==> config.mk <==
export PLATFORM = sky130hd
export DESIGN_NAME = imem_loader
export DESIGN_NICKNAME = d
export VERILOG_FILES = /design/src/rtl/imem_loader_pkg.sv /design/src/rtl/imem_loader.sv
export SDC_FILE = /design/constraint.sdc
export NUM_CORES = 1
export LEC_CHECK = 0
export ABC_AREA = 0
export BUFFER_PORTS_ARGS = -buffer_cell sky130_fd_sc_hd__buf_2
export CORE_MARGIN = 8
export CORE_UTILIZATION = 56
export DETAILED_ROUTE_END_ITERATION = 16
export PLACE_DENSITY_LB_ADDON = 0.12
export SETUP_SLACK_MARGIN = 0.05
export SYNTH_ARGS = -nofsm -noshare
export SYNTH_HDL_FRONTEND = slang
export SYNTH_SLANG_ARGS = --single-unit
==> constraint.sdc <==
create_clock -name clk -period 4.8 [get_ports clk]
set_input_delay 0.72 -clock clk [delete_from_list [all_inputs] [get_ports clk]]
set_output_delay 0.72 -clock clk [all_outputs]
set_load 0.1 [all_outputs]
==> src/rtl/imem_loader_pkg.sv <==
`default_nettype none
// ============================================================================
//  Module      : imem_loader_pkg
//  Description : Shared constants and the state encoding of the instruction
//                memory boot loader.
//  Revision    : 1.0  initial release
// ============================================================================
package imem_loader_pkg;

    // First byte of every frame.
    localparam logic [7:0] SYNC_BYTE = 8'hA5;

    // Width of the LEN field carried in the frame header.
    localparam int LEN_W = 16;

    // Loader states. The encoding is fixed so that it stays stable across
    // tools and is easy to read in waveforms.
    typedef enum logic [2:0] {
        IDLE   = 3'd0,
        LEN_LO = 3'd1,
        LEN_HI = 3'd2,
        DATA   = 3'd3,
        CSUM   = 3'd4,
        DONE   = 3'd5,
        ERR    = 3'd6
    } loader_state_t;

endpackage : imem_loader_pkg
`default_nettype wire

==> src/rtl/imem_loader.sv <==
`default_nettype none
// ============================================================================
//  Module      : imem_loader
//  Description : Boot-time writer for the byte-addressed instruction memory.
//                Parses a framed byte stream (sync, LEN lo/hi, payload, XOR
//                checksum) and writes each payload byte to BASE+idx. Holds
//                the core in reset until a frame is loaded and verified.
//  Ports       : clk, rst_n              clock, synchronous active-low reset
//                rx_valid/rx_data/rx_ready   incoming byte stream
//                mem_we/mem_addr/mem_wdata/mem_ready  memory byte write port
//                cpu_hold                core reset request
//                load_done/load_err      result of the last frame
//  Revision    : 1.0  initial release
// ============================================================================
module imem_loader
    import imem_loader_pkg::*;
#(
    parameter int ADDR_W = 8,
    parameter int BASE   = 0
) (
    input  logic              clk,
    input  logic              rst_n,
    input  logic              rx_valid,
    input  logic [7:0]        rx_data,
    output logic              rx_ready,
    output logic              mem_we,
    output logic [ADDR_W-1:0] mem_addr,
    output logic [7:0]        mem_wdata,
    input  logic              mem_ready,
    output logic              cpu_hold,
    output logic              load_done,
    output logic              load_err
);

    // One extra bit so that a count of 2^16 never wraps.
    localparam int c_CNT_W = LEN_W + 1;
    // Largest payload that still fits between BASE and the top of memory.
    localparam logic [c_CNT_W-1:0] c_MAX_LEN = c_CNT_W'((1 << ADDR_W) - BASE);

    loader_state_t        r_state;
    loader_state_t        w_state_next;
    logic [c_CNT_W-1:0]   r_len;
    logic [c_CNT_W-1:0]   r_idx;
    logic [7:0]           r_csum;
    logic                 r_mem_we;
    logic [ADDR_W-1:0]    r_mem_addr;
    logic [7:0]           r_mem_wdata;

    logic                 w_rx_ready;
    logic                 w_accept;
    logic                 w_is_sync;
    logic [c_CNT_W-1:0]   w_len_full;
    logic [c_CNT_W-1:0]   w_idx_inc;

    // A byte can be taken whenever the write register is free or is being
    // emptied this cycle; nothing is accepted while reset is asserted.
    assign w_rx_ready = rst_n & (~r_mem_we | mem_ready);
    assign w_accept   = rx_valid & w_rx_ready;
    assign w_is_sync  = (rx_data == SYNC_BYTE);
    // Complete length as it will be once the high byte is latched.
    assign w_len_full = {1'b0, rx_data, r_len[7:0]};
    assign w_idx_inc  = r_idx + c_CNT_W'(1);

    // ------------------------------------------------------------------
    // State register
    // ------------------------------------------------------------------
    always_ff @(posedge clk) begin
        if (!rst_n) begin
            r_state <= IDLE;
        end else begin
            r_state <= w_state_next;
        end
    end

    // ------------------------------------------------------------------
    // Next-state logic
    // ------------------------------------------------------------------
    always_comb begin
        w_state_next = r_state;
        case (r_state)
            IDLE, DONE, ERR: begin
                if (w_accept && w_is_sync) begin
                    w_state_next = LEN_LO;
                end
            end
            LEN_LO: begin
                if (w_accept) begin
                    w_state_next = LEN_HI;
                end
            end
            LEN_HI: begin
                if (w_accept) begin
                    if ((w_len_full == '0) || (w_len_full > c_MAX_LEN)) begin
                        w_state_next = ERR;
                    end else begin
                        w_state_next = DATA;
                    end
                end
            end
            DATA: begin
                if (w_accept && (w_idx_inc == r_len)) begin
                    w_state_next = CSUM;
                end
            end
            CSUM: begin
                // The checksum byte is only accepted when the write register
                // frees up on the same edge, so DONE never has a write pending.
                if (w_accept) begin
                    w_state_next = (rx_data == r_csum) ? DONE : ERR;
                end
            end
            default: w_state_next = IDLE;
        endcase
    end

    // ------------------------------------------------------------------
    // Length, index, running checksum and write-port registers
    // ------------------------------------------------------------------
    always_ff @(posedge clk) begin
        if (!rst_n) begin
            r_len       <= '0;
            r_idx       <= '0;
            r_csum      <= '0;
            r_mem_we    <= 1'b0;
            r_mem_addr  <= '0;
            r_mem_wdata <= '0;
        end else begin
            if (w_accept) begin
                case (r_state)
                    IDLE, DONE, ERR: begin
                        if (w_is_sync) begin
                            r_idx  <= '0;
                            r_csum <= '0;
                        end
                    end
                    LEN_LO: r_len <= c_CNT_W'(rx_data);
                    LEN_HI: r_len <= w_len_full;
                    DATA: begin
                        r_idx  <= w_idx_inc;
                        r_csum <= r_csum ^ rx_data;
                    end
                    default: ;
                endcase
            end

            // A new payload byte reloads the write register even when the
            // previous write completes on this edge, giving back-to-back
            // writes without a bubble.
            if (w_accept && (r_state == DATA)) begin
                r_mem_we    <= 1'b1;
                r_mem_addr  <= ADDR_W'(BASE) + r_idx[ADDR_W-1:0];
                r_mem_wdata <= rx_data;
            end else if (r_mem_we && mem_ready) begin
                r_mem_we    <= 1'b0;
            end
        end
    end

    // ------------------------------------------------------------------
    // Outputs
    // ------------------------------------------------------------------
    assign rx_ready  = w_rx_ready;
    assign mem_we    = r_mem_we;
    assign mem_addr  = r_mem_addr;
    assign mem_wdata = r_mem_wdata;
    assign cpu_hold  = (r_state != DONE);
    assign load_done = (r_state == DONE);
    assign load_err  = (r_state == ERR);

endmodule : imem_loader
`default_nettype wire

Word-level counts from Yosys, hierarchy flattened --
Cells that the tools add are included.
Word-level totals: bits in registers 62, latch bits 0, memory bits (writable) 0, bits in read-only memories 0, input bits 12, output and inout bits 21, word-level logic and storage cells 62, memories kept 0
Cells by class: add/subtract/negate cells 1, multipliers 0, divide/modulo/power cells 0, magnitude comparators 1, eq/ne operators 16, shift-type cells 0, mux-type cells 15, bitwise gates (word level) 6, reductions and logical operators 15
Operators with widths (number):
- one-hot mux 17 bit (2 select lines) | 2
- two-way mux 3 bit | 6
- adder 17 x 1 -> 17 bit, second input constant | 1
- == test 17 bit | 1
- logical NOT 17 bit | 1
- two-way mux 17 bit | 1
- greater-than comparator 16 x 9 -> 1 bit, second input constant | 1
- one-hot mux 8 bit (2 select lines) | 1
- one-hot mux 3 bit (5 select lines) | 1
- inequality test 2 bit, second input constant | 6
- == test 3 bit, second input constant | 3
- == test 8 bit | 1
- == test 8 bit, second input constant | 1
- two-way mux 8 bit | 1
- bitwise XOR 8 bit | 1
- == test 3 x 2 -> 1 bit, second input constant | 2
- AND reduction 3 bit | 2
- nonzero test 2 bit | 3
- AND reduction 5 bit | 1
- logical AND 1 bit | 4
- == test 3 x 1 -> 1 bit, second input constant | 1
- logical NOT 3 bit | 1
- inequality test 3 bit, second input constant | 1
- OR reduction 3 bit | 1
- other kinds (7) | 10

Longest topological paths before layout --
depth after elaboration 7, mapped depth 9

Worst setup path before layout --
No wires, ideal clock.
path type register to output, start register r_state[0], end output load_done, arrival 1.891 ns, path slack 2.189 ns, stages on the path, launching flop included 5, cell sequence dfxtp_1 clkbuf_1 nand2b_1 or2_2 inv_1
On the way: cells in the longest elaborated chain, start to end 1
Ends and longest elaborated chain:
- from (decl) | line imem_loader.sv:40 | loader_state_t r_state;
- from (signal assigned) | line imem_loader.sv:71 | r_state <= w_state_next;
- == test 3 bit | line imem_loader.sv:167 | assign load_done = (r_state == DONE);
- to (decl) | line imem_loader.sv:31 | output logic load_done,
Every way passes these cells.

Final worst setup path --
start input rx_data[1], end register r_csum[1]
On the way: cells in the longest elaborated chain, start to end 3
Ends and longest elaborated chain:
- from (decl) | line imem_loader.sv:24 | input logic [7:0] rx_data,
- == test 8 bit | line imem_loader.sv:59 | assign w_is_sync = (rx_data == SYNC_BYTE);
- inequality test 2 bit (no line)
- AND reduction 3 bit (no line)
- to (signal assigned) | line imem_loader.sv:140 | r_csum <= r_csum ^ rx_data;
- to (decl) | line imem_loader.sv:44 | logic [7:0] r_csum;
Parallel ways exist; a longest one is shown, timed or not. A chain may end at the register's enable or synchronous reset.

==> metrics.txt <==
Worst path max stage delay 750 ps; hold path startpoint mem_wdata[2]; Worst EP arrival 3100 ps; minimum clock period 2822 ps; first-pass GRT wire length 14,840 µm; dpl hpwl 6172 µm; DRT Wirelength 8946 µm; Slew headroom 0.3393; Crit Path Max Fanout 24; later-pin clock latency in the skew report ~350 ps; Final setup viols 0; Initial Util 0.5849; Post-synth EDFFs 0; overall power 1228 µW; fin nets 477; Worst setup startpoint rx_data[1]; DIE AREA 9000 µm²; top-area cell type share of the netlist area 0.3506; Primary FF master, synth dfxtp_1; Post-Synthesis Cell Area 3483 µm²; CP bufs+invs 2; drt first pass iters 5; setup_tns 0 ps; CP delay by family, top simple AND/OR/NAND/NOR gates; Leak Pwr 0.001374 µW; clk root buf clkbuf_8; syn nets roughly 470; Slowest-stage cell, CP nor2_2; via count 3,316; Via density 6.096; Syn Area/Cell 7.639 µm²; post-CTS resize count 0; status finished clean; CP required 5080 ps; worst hold path depth 2; Max Cap Viol 0; routability cong. 0.9280; CTS Buf Count 9; clock sinks 61; Syn. warnings 0; r2r startpoint r_idx[0]; Post-Synthesis Cells 456; share of layout cells above drive strength 1 0.1365; Slew Limit Fails 0; logic depth of the worst path, buffers included 8; Die X 94.87 µm; initial antenna violation count 0; critical path capture point type flop; WL per Instance 16.44 µm; largest net degree at the start of global routing 61; Routed Antenna Nets 0; critical-path cell list buf_2, or4_4, nor4b_4, a21oi_2, nor2_2, buf_4, nand3b_1, a21oi_1; DRC violations left 0; I/O Buffers 32; final hold vios 0; grt ovf 0; final cycle utilization of the critical path 0.5880; number of diodes 0; # IOs 33; Max IR drop VDD 0.0002339 V; core area 5956 µm²; hold buffer count at cts 0; fraction of registers with async set/reset 0; Hold WS 450.3 ps; synth top area cells dfxtp_1, a21oi_1, nand2_1; Placement Rows 28; First DRT Iteration DRCs 275; H-tree levels 3; clock-pin slew on the worst setup and hold paths 80 ps; synth cell count leaders a21oi_1, nand2_1, dfxtp_1; hold crit path type flop to flop; clock skew 14.63 ps; worst-case reg-to-reg path depth 7; max frequency around 350 MHz; actual slew at the worst max-slew pin 983.5 ps; largest area contributor in the netlist dfxtp_1; vias in the first global route approximately 3,100; Synth Register Bits just over 60; RSZ-0062 raised after global routing no; post-CTS setup buffer count 0; PD cells 322.4 nW/µm²; sequential area share after synthesis 0.3506; CTS tree done; DIE HEIGHT 94.87 µm; Total Routing Usage GR 0.2055; CP startpoint kind input port; Crit Path Class input port to flop; Synth cell types 60; Layout area overhead 9.339%; CTS Buffer Depth 2
routing by layer:
metal  routed length [µm]  GRT usage  vias to the layer above
met1                 4147     0.2711                     1576
met3                  531    0.04524                       12
met2                 4157     0.3268                       94
met5                    0          0                        -
met4                  110    0.06112                        0
li1                     -          -                     1634
registers in the layout, indices dropped and copies added, names as in the netlist:
register	cells
mem_addr	8
mem_wdata	8
mem_we	1
r_csum	8
r_idx	17
r_len	16
r_state	3
kinds of logic (layout without fill, tap and decap cells):
| family | count (synthesis) | in the layout | share of synthesized area |
|---|---|---|---|
| xor gates and xnor gates | 30 | 30 | 0.07543 |
| adders and majority gates | 1 | 1 | 0.003591 |
| buffers and inverters | 43 | 56 | 0.05388 |
| and+or+nand+nor | 195 | 195 | 0.2996 |
| AOI/OAI and AO/OA | 123 | 123 | 0.2083 |
| muxes | 3 | 3 | 0.008621 |
| DFF | 61 | 61 | 0.3506 |
cell type report:
| class | instances | area [µm²] |
|---|---|---|
| clock buffers | 9 | 123.9 |
| clock inverters | 7 | 73.82 |
| well taps | 75 | 93.84 |
| inverters | 5 | 18.77 |
| flip-flops and latches | 61 | 1221 |
| fillers | 554 | 2147 |
| repair buffers | 35 | 182.7 |
| multi-input cells | 352 | 2095 |
final timing paths:
| check | to | slack (ps) |
|---|---|---|
| min reg2reg | mem_wdata[2] | 450 |
| max | r_csum[1] | 1980 |
| max reg2reg | r_state[0] | 1980 |
| min | mem_wdata[2] | 450 |
stage by stage:
stage          instance area [µm²]  setup slack (ps)    util  cells
6_report                      3809              1978  0.6395    544
2_1_floorplan                 3483              2189       -    456
4_1_cts                       3809              1978  0.6395    544
5_1_grt                       3809              1749  0.6395    544
3_5_place_dp                  3611              1608  0.6063    528
3_3_place_gp                  3611              1688  0.6063    528
power breakdown:
group / leakage (µW) / internal, µW / switching [µW]
Combinational: 0.000783 / 71.3 / 145
Clock: 0.0000996 / 241 / 220
Sequential: 0.000491 / 520 / 30.0
cells in the final DEF, fill, tap and decap left out, types with 3 or more instances in the layout:
cell      instances
a211oi_1          8
a21oi_1          66
a22oi_1           3
and2_1            4
and3_1            6
buf_2            32
buf_4             3
clkbuf_8          9
dfxtp_1          61
inv_1             4
mux2i_1           3
nand2_1          66
nand2b_1          6
nand3_1          15
nand3b_1          9
nand4_1           9
nor2_1           30
nor2b_1           8
nor3_1            8
o211ai_1          3
o21ai_0          23
or3_1             8
or4_1             6
xnor2_1          18
xor2_1           12
tightest hold or removal path: stages (launching register included):
cell     delay, ps
dfxtp_1        310
nand2_1         50
a21oi_1         50
(Power assumes the default switching activity.)
